`config.mk`:
```
export PLATFORM = sky130hd
export DESIGN_NAME = ram_image_loader
export DESIGN_NICKNAME = d
export VERILOG_FILES = /design/src/rtl/ram_image_loader.sv
export SDC_FILE = /design/constraint.sdc
export NUM_CORES = 1
export LEC_CHECK = 0
export BUFFER_PORTS_ARGS = -buffer_cell sky130_fd_sc_hd__buf_2
export CAP_MARGIN = 20
export CELL_PAD_IN_SITES_DETAIL_PLACEMENT = 1
export CELL_PAD_IN_SITES_GLOBAL_PLACEMENT = 1
export CORE_AREA = 5 5 88 90
export CTS_CLUSTER_DIAMETER = 100
export DETAILED_ROUTE_END_ITERATION = 12
export DIE_AREA = 0 0 93 95
export HOLD_SLACK_MARGIN = 0.12
export PLACE_DENSITY = 0.89
export SLEW_MARGIN = 40
export SYNTH_ARGS = -nofsm -noshare
export SYNTH_HDL_FRONTEND = slang
export SYNTH_SLANG_ARGS = --single-unit
```
`constraint.sdc`:
```
create_clock -name clk -period 5.05 [get_ports clk]
set_input_delay 1.01 -clock clk [delete_from_list [all_inputs] [get_ports clk]]
set_output_delay 1.01 -clock clk [all_outputs]
set_load 0.01 [all_outputs]
```
`src/rtl/ram_image_loader.sv`:
```
// Image RAM loader: writes a byte stream into the image RAM from address 0 and
// hands the RAM port to the display fetcher on every cycle that carries no write.
module ram_image_loader #(
    parameter int unsigned AddressWidth = 14,
    parameter int unsigned DataWidth    = 8,
    parameter int unsigned ImagePixels  = 2 ** AddressWidth
) (
    input  logic                    clk,
    input  logic                    rstn,
    input  logic                    start,
    input  logic [DataWidth-1:0]    in_data,
    input  logic                    in_valid,
    output logic                    in_ready,
    input  logic [AddressWidth-1:0] disp_addr,
    output logic                    disp_stall,
    output logic                    ram_rw,
    output logic [AddressWidth-1:0] ram_addr,
    output logic [DataWidth-1:0]    ram_data,
    output logic                    busy,
    output logic                    done,
    output logic [15:0]             checksum
);

    localparam int unsigned CountWidth = AddressWidth + 1;
    localparam int unsigned SumWidth   = 16;
    localparam logic [CountWidth-1:0] LastCount = CountWidth'(ImagePixels - 1);

    typedef enum logic [1:0] {
        IDLE = 2'd0,
        LOAD = 2'd1,
        DONE = 2'd2
    } state_e;

    state_e                  state_q, state_d;
    logic                    wr_en_q, wr_en_d;
    logic [AddressWidth-1:0] wr_addr_q, wr_addr_d;
    logic [DataWidth-1:0]    wr_data_q, wr_data_d;
    logic [CountWidth-1:0]   count_q, count_d;
    logic [SumWidth-1:0]     checksum_q, checksum_d;
    logic                    xfer;

    // State and write-path registers; reset drops any pending write.
    always_ff @(posedge clk) begin
        if (!rstn) begin
            state_q    <= IDLE;
            wr_en_q    <= 1'b0;
            wr_addr_q  <= '0;
            wr_data_q  <= '0;
            count_q    <= '0;
            checksum_q <= '0;
        end else begin
            state_q    <= state_d;
            wr_en_q    <= wr_en_d;
            wr_addr_q  <= wr_addr_d;
            wr_data_q  <= wr_data_d;
            count_q    <= count_d;
            checksum_q <= checksum_d;
        end
    end

    // Next-state and write-path logic.
    always_comb begin
        state_d    = state_q;
        wr_en_d    = 1'b0;
        wr_addr_d  = wr_addr_q;
        wr_data_d  = wr_data_q;
        count_d    = count_q;
        checksum_d = checksum_q;
        xfer       = 1'b0;
        unique case (state_q)
            IDLE: begin
                if (start) begin
                    state_d    = LOAD;
                    count_d    = '0;
                    checksum_d = '0;
                end
            end
            LOAD: begin
                xfer = in_valid;
                if (xfer) begin
                    wr_en_d    = 1'b1;
                    wr_addr_d  = count_q[AddressWidth-1:0];
                    wr_data_d  = in_data;
                    count_d    = count_q + CountWidth'(1);
                    checksum_d = checksum_q + SumWidth'(in_data);
                    if (count_q == LastCount) begin
                        state_d = DONE;
                    end
                end
            end
            DONE: begin
                state_d = IDLE;
            end
            default: begin
                state_d = IDLE;
            end
        endcase
    end

    // A pending write owns the RAM port; otherwise the display address passes through.
    assign in_ready   = (state_q == LOAD);
    assign busy       = (state_q == LOAD);
    assign done       = (state_q == DONE);
    assign ram_rw     = ~wr_en_q;
    assign ram_addr   = wr_en_q ? wr_addr_q : disp_addr;
    assign ram_data   = wr_data_q;
    assign disp_stall = wr_en_q;
    assign checksum   = checksum_q;

endmodule

```
* Yosys cells after proc, flatten, opt, wreduce, memory -nomap -nowiden
Index checks and enable logic that the tools add are counted.
Cells by class: bitwise logic cells 1, equality and inequality tests 6, reduce and logical (&&, ||, !) cells 6, shift-type cells 0, $lt $le $gt $ge 0, div/mod/pow operators 0, multipliers 0, add/subtract/negate cells 2, muxes and demuxes 12
Operator list (number):
- 16-bit two-way mux | 2
- 16-bit one-hot mux with 2 select lines | 1
- 15-bit two-way mux | 2
- 15-bit one-hot mux with 2 select lines | 1
- 16-bit by 8-bit adder with 16-bit output | 1
- 15-bit by 1-bit adder with 15-bit output (second input constant) | 1
- 15-bit by 14-bit equality test with 1-bit output (second input constant) | 1
- 14-bit two-way mux | 1
- 2-bit two-way mux | 3
- 3-bit AND reduction | 2
- 2-bit inequality test (second input constant) | 2
- 2-bit one-hot mux with 2 select lines | 1
- 2-bit AND reduction | 2
- 2-bit by 1-bit equality test with 1-bit output (second input constant) | 1
- 2-bit equality test (second input constant) | 1
- 2-bit zero test | 1
- 2-bit by 1-bit inequality test with 1-bit output (second input constant) | 1
- 2-bit nonzero test | 1
- 1-bit two-way mux | 1
- 1-bit inverter | 1
Word-level totals: logic and storage cells 33, bits in writable memories 0, latch bits 0, bits in registers 56, memory bits (read-only) 0, memories kept 0

* Logic depth before layout (Yosys ltp)
Gate-level depths: netlist of run 1.
depth in word-level cells 4, gate-level depth with buffers 8

* Worst setup path before layout of run 1
Ideal clock, no wire load.
kind input to register, start point input in_data[0], end point register checksum_q[14], in the netlist checksum[14], path buffers 0, path slack 2.500 ns, library setup time 0.128 ns, arrival time 2.422 ns, stages 8, path through ha_1 -> inv_1 -> fa_1 -> nand2b_1 -> a21oi_1 -> o2111ai_1 -> xor2_1 -> nor2_1
On the way: longest elaborated chain between the ends 3
Ends and longest elaborated chain:
- start, declared | line 11 | input logic [DataWidth-1:0] in_data,
- 16-bit by 8-bit adder with 16-bit output | line 85 | checksum_d = checksum_q + SumWidth'(in_data);
- 16-bit two-way mux | line 80 | if (xfer) begin
- 16-bit one-hot mux with 2 select lines | line 70 | unique case (state_q)
- end signal, assigned | line 57 | checksum_q <= checksum_d;
- end, declared | line 39 | logic [SumWidth-1:0] checksum_q, checksum_d;
Every way passes these cells. The select of a mux whose other input is x is not followed. A chain may end at the register's enable or synchronous reset.

* Final worst setup path of run 1
start point register wr_en_q, in the netlist disp_stall, end point output ram_addr[9]
On the way: longest elaborated chain between the ends 1
Ends and longest elaborated chain:
- start, declared | line 35 | logic wr_en_q, wr_en_d;
- start signal, assigned | line 53 | wr_en_q <= wr_en_d;
- 14-bit two-way mux | line 105 | assign ram_addr = wr_en_q ? wr_addr_q : disp_addr;
- end, declared | line 17 | output logic [AddressWidth-1:0] ram_addr,
Every way passes these cells.

==> impl_metrics.yaml, run 1 <==
timing:
  relSlewSlack_pct: 52.1
  fin_crit_sh_pct: 52.9
  period_needed_ns: 2.67
  setup_viol: 0
  final_max_slew_viol_count: 0
  rsz0062_at_grt: "no"
  worstMarginPinSlew_ns: 0.718
  clock_skew_ns: 0.00798
  clock.fmax_mhz: 375
  hold_violations: 0
  final.setup.tns_ns: 0
synth:
  synthDistinctLibCells: 44
  synth_seq_cells: 56
  ys_seq_area_share_pct: 41.3
  synth_nets: 363
  synthFlopType: "dfxtp_1"
  postSynthCellCount: 327
  ys_warn_count: 0
  async_flop_share_pct: 0
  netlist_area_um2: 2710
  synth_edf_count: 0
  postSynthAreaPerCell_um2: 8.29
worst_hold_path:
  hold_path_depth: 2
  min_from: "ram_data[5]$_SDFFE_PN0P_"
  hp-class: "reg2reg"
  whs_endpoint: "ram_data[5]$_SDFFE_PN0P_"
clock_network:
  root_buffer: "clkbuf_8"
  path_clk_slew_ns: 0.09
  cts_tree: "yes"
  ctsLongestPathBuffers: 2
  cts_resized: 0
  cts_setup_buffers: 0
  clock_latency_ns: 0.30
  cts_hold_buf: 0
  cts.sinks: 56
  cts_max_level: 2
  cts_made_buffers: 5
die:
  rows: 31
  die_w_um: 93
  core_area_um2: 6980
  die_h_um: 95
  ios: 69
  initial_core_util_pct: 38.8
  die-area_um2: 8840
power:
  power_density_nw_per_um2: 250
  power_switching_mw: 0.208
  seq_power_share_pct: 57.4
  p_clk_share_pct: 29.0
  p_sw_share_pct: 26.2
  ir_drop_uv: 123
  p_int_mw: 0.585
  finalPower_mw: 0.793
  pwr-share-comb_pct: 13.6
  p_leak_nw: 1.32
global_routing:
  grt_overflow: 0
  grt_max_degree: 31
  grt_pass1_vias: 2599
  antenna_found_initial: 0
  grtUsageTotal_pct: 17.4
  grt_pass1_wl_um: 12500
job:
  maxCapViolations: 0
routing:
  first_iter_violations: 85
  drt_drc_violations_left: 0
  dr.pass1.iters: 4
  vias: 2482
  via_per_inst: 5.31
  wl_per_cell_um: 16.3
  routed_wirelength_um: 7620
  drtAntennaViolNets: 0
final_layout:
  layout_commonest_cell: "buf_2"
  syn_to_final_growth_pct: 17.0
  n_fill_cell: 893
  num_antenna_cells: 0
  drive_gt1_share_pct: 25.7
  fin_area_um2: 3170
  nets: 421
  final_core_util_pct: 45.4
  layout_common_cells: "68 x buf_2, 59 x nand2_1, 56 x dfxtp_1"
placed_design:
  port_buffers: 68
  placed_area_um2: 3090
  routabilityCongestion: 0.829
  hpwl_um: 5770
status:
  status: "finished, final reports clean"
worst_setup_path:
  critPathArrivalTime_ns: 1.66
  r2r-start: "checksum[0]$_SDFFE_PN0P_"
  rr_worst_depth: 8
  startpoint_type: "flip-flop"
  r2r-end: "checksum[12]$_SDFFE_PN0P_"
  critPathCaptureType: "primary output"
  cp_data_required_time_ns: 4.04
  critical_path_peak_fanout: 16
  ff2ff_setup_slack_ns: 2.80
  path_class: "reg2out"
flip-flops by register name, indices dropped and copies added (netlist names):
| register | count |
|---|---|
| count_q | 15 |
| wr_addr_q | 14 |
| ram_data | 8 |
| state_q | 2 |
| disp_stall | 1 |
| checksum | 16 |
stage by stage:
step / cells / worst slack (ns) / hold slack (ns)
after CTS: 467 / 2.33 / 0.457
after global placement: 460 / 2.14 / 0.442
final: 467 / 2.38 / 0.455
after global routing: 467 / 2.27 / 0.482
after floorplan: 327 / 2.50 / 0.433
after detailed placement: 460 / 2.00 / 0.444
power by group through the flow:
stage,registers (mW),clock network (mW),logic [mW]
floorplan,0.466,0,0.0650
global placement,0.465,0,0.103
detailed placement,0.466,0,0.108
CTS,0.455,0.240,0.108
global route,0.457,0.259,0.119
finish,0.455,0.230,0.108
routing by layer:
metal | vias up | routed length [um] | global-route usage [%]
li1 | 1231 | - | -
met1 | 1203 | 3390 | 21.5
met2 | 43 | 3890 | 30.8
met3 | 5 | 253 | 3.03
met4 | 0 | 82 | 5.25
met5 | - | 0 | 0
worst max-delay path, stage by stage (launching register included):
cell and delay (ns):
dfxtp_1 0.80, mux2_2 0.42, buf_2 0.14
synthesized netlist by cell type, types with 2 or more instances:
cell | count | area [um2]
nor2b_1 | 3 | 18.8
o211ai_1 | 3 | 22.5
nand2b_1 | 4 | 25.0
buf_1 | 2 | 7.51
nand3_1 | 15 | 75.1
nor3_1 | 4 | 20.0
inv_1 | 7 | 26.3
o21a_1 | 2 | 15.0
nand2_1 | 60 | 225
xor2_1 | 14 | 123
or3_1 | 5 | 31.3
mux2_2 | 14 | 158
xnor2_1 | 5 | 43.8
nand4_1 | 5 | 31.3
a21oi_1 | 33 | 165
buf_2 | 3 | 15.0
o21ai_0 | 11 | 55.1
dfxtp_1 | 56 | 1120
and4_1 | 2 | 17.5
nor2_1 | 30 | 113
ha_1 | 9 | 113
and3_1 | 5 | 31.3
clkbuf_1 | 12 | 45.0
a211oi_1 | 3 | 22.5
final cells by class:
| type | count | area (um2) | area share, % |
|---|---|---|---|
| Clock buffer | 6 | 72.6 | 2.29 |
| Clock inverter | 1 | 5.00 | 0.158 |
| Inverter | 7 | 26.3 | 0.828 |
| Multi-Input combinational cell | 246 | 1500 | 47.2 |
| Sequential cell | 56 | 1120 | 35.3 |
| Tap cell | 82 | 103 | 3.23 |
| Timing Repair Buffer | 69 | 348 | 11.0 |
how the worst max path moves through the flow:
stage          slack (ns)                   from                        end  cells after the start
2_1_floorplan        2.50             in_data[0]  checksum[14]$_SDFFE_PN0P_                      8
3_3_place_gp         2.14             in_data[1]  checksum[15]$_SDFFE_PN0P_                      7
3_5_place_dp         2.00             in_data[1]  checksum[15]$_SDFFE_PN0P_                      7
4_1_cts              2.33             in_data[1]  checksum[15]$_SDFFE_PN0P_                      7
5_1_grt              2.27  disp_stall$_SDFF_PN0_                ram_addr[8]                      2
6_report             2.38  disp_stall$_SDFF_PN0_                ram_addr[9]                      2
cells by family after synthesis:
kind of cell | Yosys count | synth area share [%]
and+or+nand+nor | 140 | 24.4
DFF | 56 | 41.3
buffers and inverters | 25 | 3.74
AOI/OAI and AO/OA | 61 | 12.8
xor gates and xnor gates | 19 | 6.14
adders and majority gates | 10 | 4.89
muxes | 16 | 6.69
No activity file was read; power rests on OpenSTA's default activity.
==> inputs of run 2 (changes only) <==
CORE_AREA = 5 5 91 93   (was 5 5 88 90)
DIE_AREA = 0 0 96 98   (was 0 0 93 95)
PLACE_DENSITY = 0.84   (was 0.89)
clock period = 2.53 ns   (was 5.05 ns; I/O delays follow)
==> impl_metrics.yaml, run 2 (synthesis gave the netlist of run 1 again) <==
status:
  status: "finished, final reports clean"
timing:
  rsz0062_at_grt: "no"
  final_max_slew_viol_count: 0
  clock_skew_ns: 0.0145
  hold_violations: 0
  final.setup.tns_ns: 0
  clock.fmax_mhz: 463
  fin_hold_ws_ns: 0.446
  setup_ws_ns: 0.368
  setup_viol: 0
  worstMarginPinSlew_ns: 0.657
  relSlewSlack_pct: 56.2
  period_needed_ns: 2.16
  fin_crit_sh_pct: 85.5
power:
  finalPower_mw: 1.71
  ir_drop_uv: 218
  power_density_nw_per_um2: 525
  p_leak_nw: 1.36
final_layout:
  fin_area_um2: 3260
  n_fill_cell: 932
  num_antenna_cells: 0
  final_core_util_pct: 43.8
  layout_common_cells: "68 x buf_2, 60 x nand2_1, 56 x dfxtp_1"
  drive_gt1_share_pct: 26.0
  layout_commonest_cell: "buf_2"
  largest_register_ff_count: 16
  instances_no_fill: 494
  nets: 427
  syn_to_final_growth_pct: 20.4
worst_setup_path:
  startpoint_type: "flip-flop"
  max_stage_delay_ns: 0.42
  critical_path_peak_fanout: 6
  critPathArrivalTime_ns: 2.41
  slowest_stage: "fa_1"
  path_class: "reg2reg"
  cp_data_required_time_ns: 2.77
  critical_path_buf_inv_count: 2
  critPathCaptureType: "flip-flop"
  worstPathCellList: "ha_1 > inv_1 > fa_1 > nand2b_1 > a21oi_1 > buf_4 > o21a_1 > nor3_1 > o31ai_1"
  cp_top_family: "adder cells"
clock_network:
  cts_tree: "yes"
  cts_max_level: 2
  ctsLongestPathBuffers: 2
  cts_made_buffers: 5
  cts_hold_buf: 0
  root_buffer: "clkbuf_8"
  cts_setup_buffers: 0
  path_clk_slew_ns: 0.10
  clock_latency_ns: 0.32
  cts_resized: 0
  cts.sinks: 56
worst_hold_path:
  hp-class: "in2reg"
placed_design:
  placed_area_um2: 3160
  routabilityCongestion: 0.861
  placedCellCount: 486
  port_buffers: 68
  place_ws_ns: 0.205
  hpwl_um: 5830
global_routing:
  grt_pass1_vias: 2595
  grt_overflow: 0
  grt_pass1_wl_um: 12400
  antenna_found_initial: 0
  grtUsageTotal_pct: 16.4
  grt_max_degree: 30
routing:
  drt_drc_violations_left: 0
  via_per_inst: 5.01
  drtAntennaViolNets: 0
  vias: 2476
  first_iter_violations: 72
  wl_per_cell_um: 15.1
  dr.pass1.iters: 4
  routed_wirelength_um: 7450
die:
  ios: 69
  die-area_um2: 9410
  rows: 32
  core_area_um2: 7450
  die_w_um: 96
  die_h_um: 98
  initial_core_util_pct: 36.4
job:
  maxCapViolations: 0
run 2: metal layers:
layer | global-route usage (%) | vias up | wire length (um)
met5 | 0 | - | 0
met2 | 27.5 | 41 | 3670
met3 | 3.54 | 9 | 278
li1 | - | 1249 | -
met4 | 4.81 | 0 | 134
met1 | 20.9 | 1177 | 3360
run 2: final cells by class:
type	instances	area, um2	area share, %
clock buffer	6	72.6	2.22
clock inverter	2	35.0	1.07
inverter	7	26.3	0.805
multi-input combinational	246	1490	45.6
sequential	56	1120	34.3
tap	102	128	3.91
timing repair buffer	75	393	12.0
run 2: path summary, 6_finish.rpt:
path | from | end | slack, ns | depth (start not counted)
max | checksum[0]$_SDFFE_PN0P_ | checksum[6]$_SDFFE_PN0P_ | 0.37 | 9
min | in_data[7] | ram_data[7]$_SDFFE_PN0P_ | 0.45 | 3
max reg2reg | checksum[0]$_SDFFE_PN0P_ | checksum[6]$_SDFFE_PN0P_ | 0.37 | 9
min reg2reg | wr_addr_q[1]$_SDFFE_PN0P_ | wr_addr_q[1]$_SDFFE_PN0P_ | 0.46 | 2
run 2: worst reg2reg max path, delay by kind of cell, from the launching register on:
family                   cells  cell delay [ns]
buffers and inverters        2             0.25
adder cells (fa/ha/maj)      2             0.64
AND/OR/NAND/NOR              2             0.24
AO/OA/AOI/OAI                3             0.54
flip-flops                   1             0.41
run 2: where the power goes:
part / internal [mW] / leakage, nW / switching (mW)
clock: 0.294 / 0.0552 / 0.292
combinational: 0.0890 / 0.851 / 0.132
sequential: 0.895 / 0.453 / 0.0138
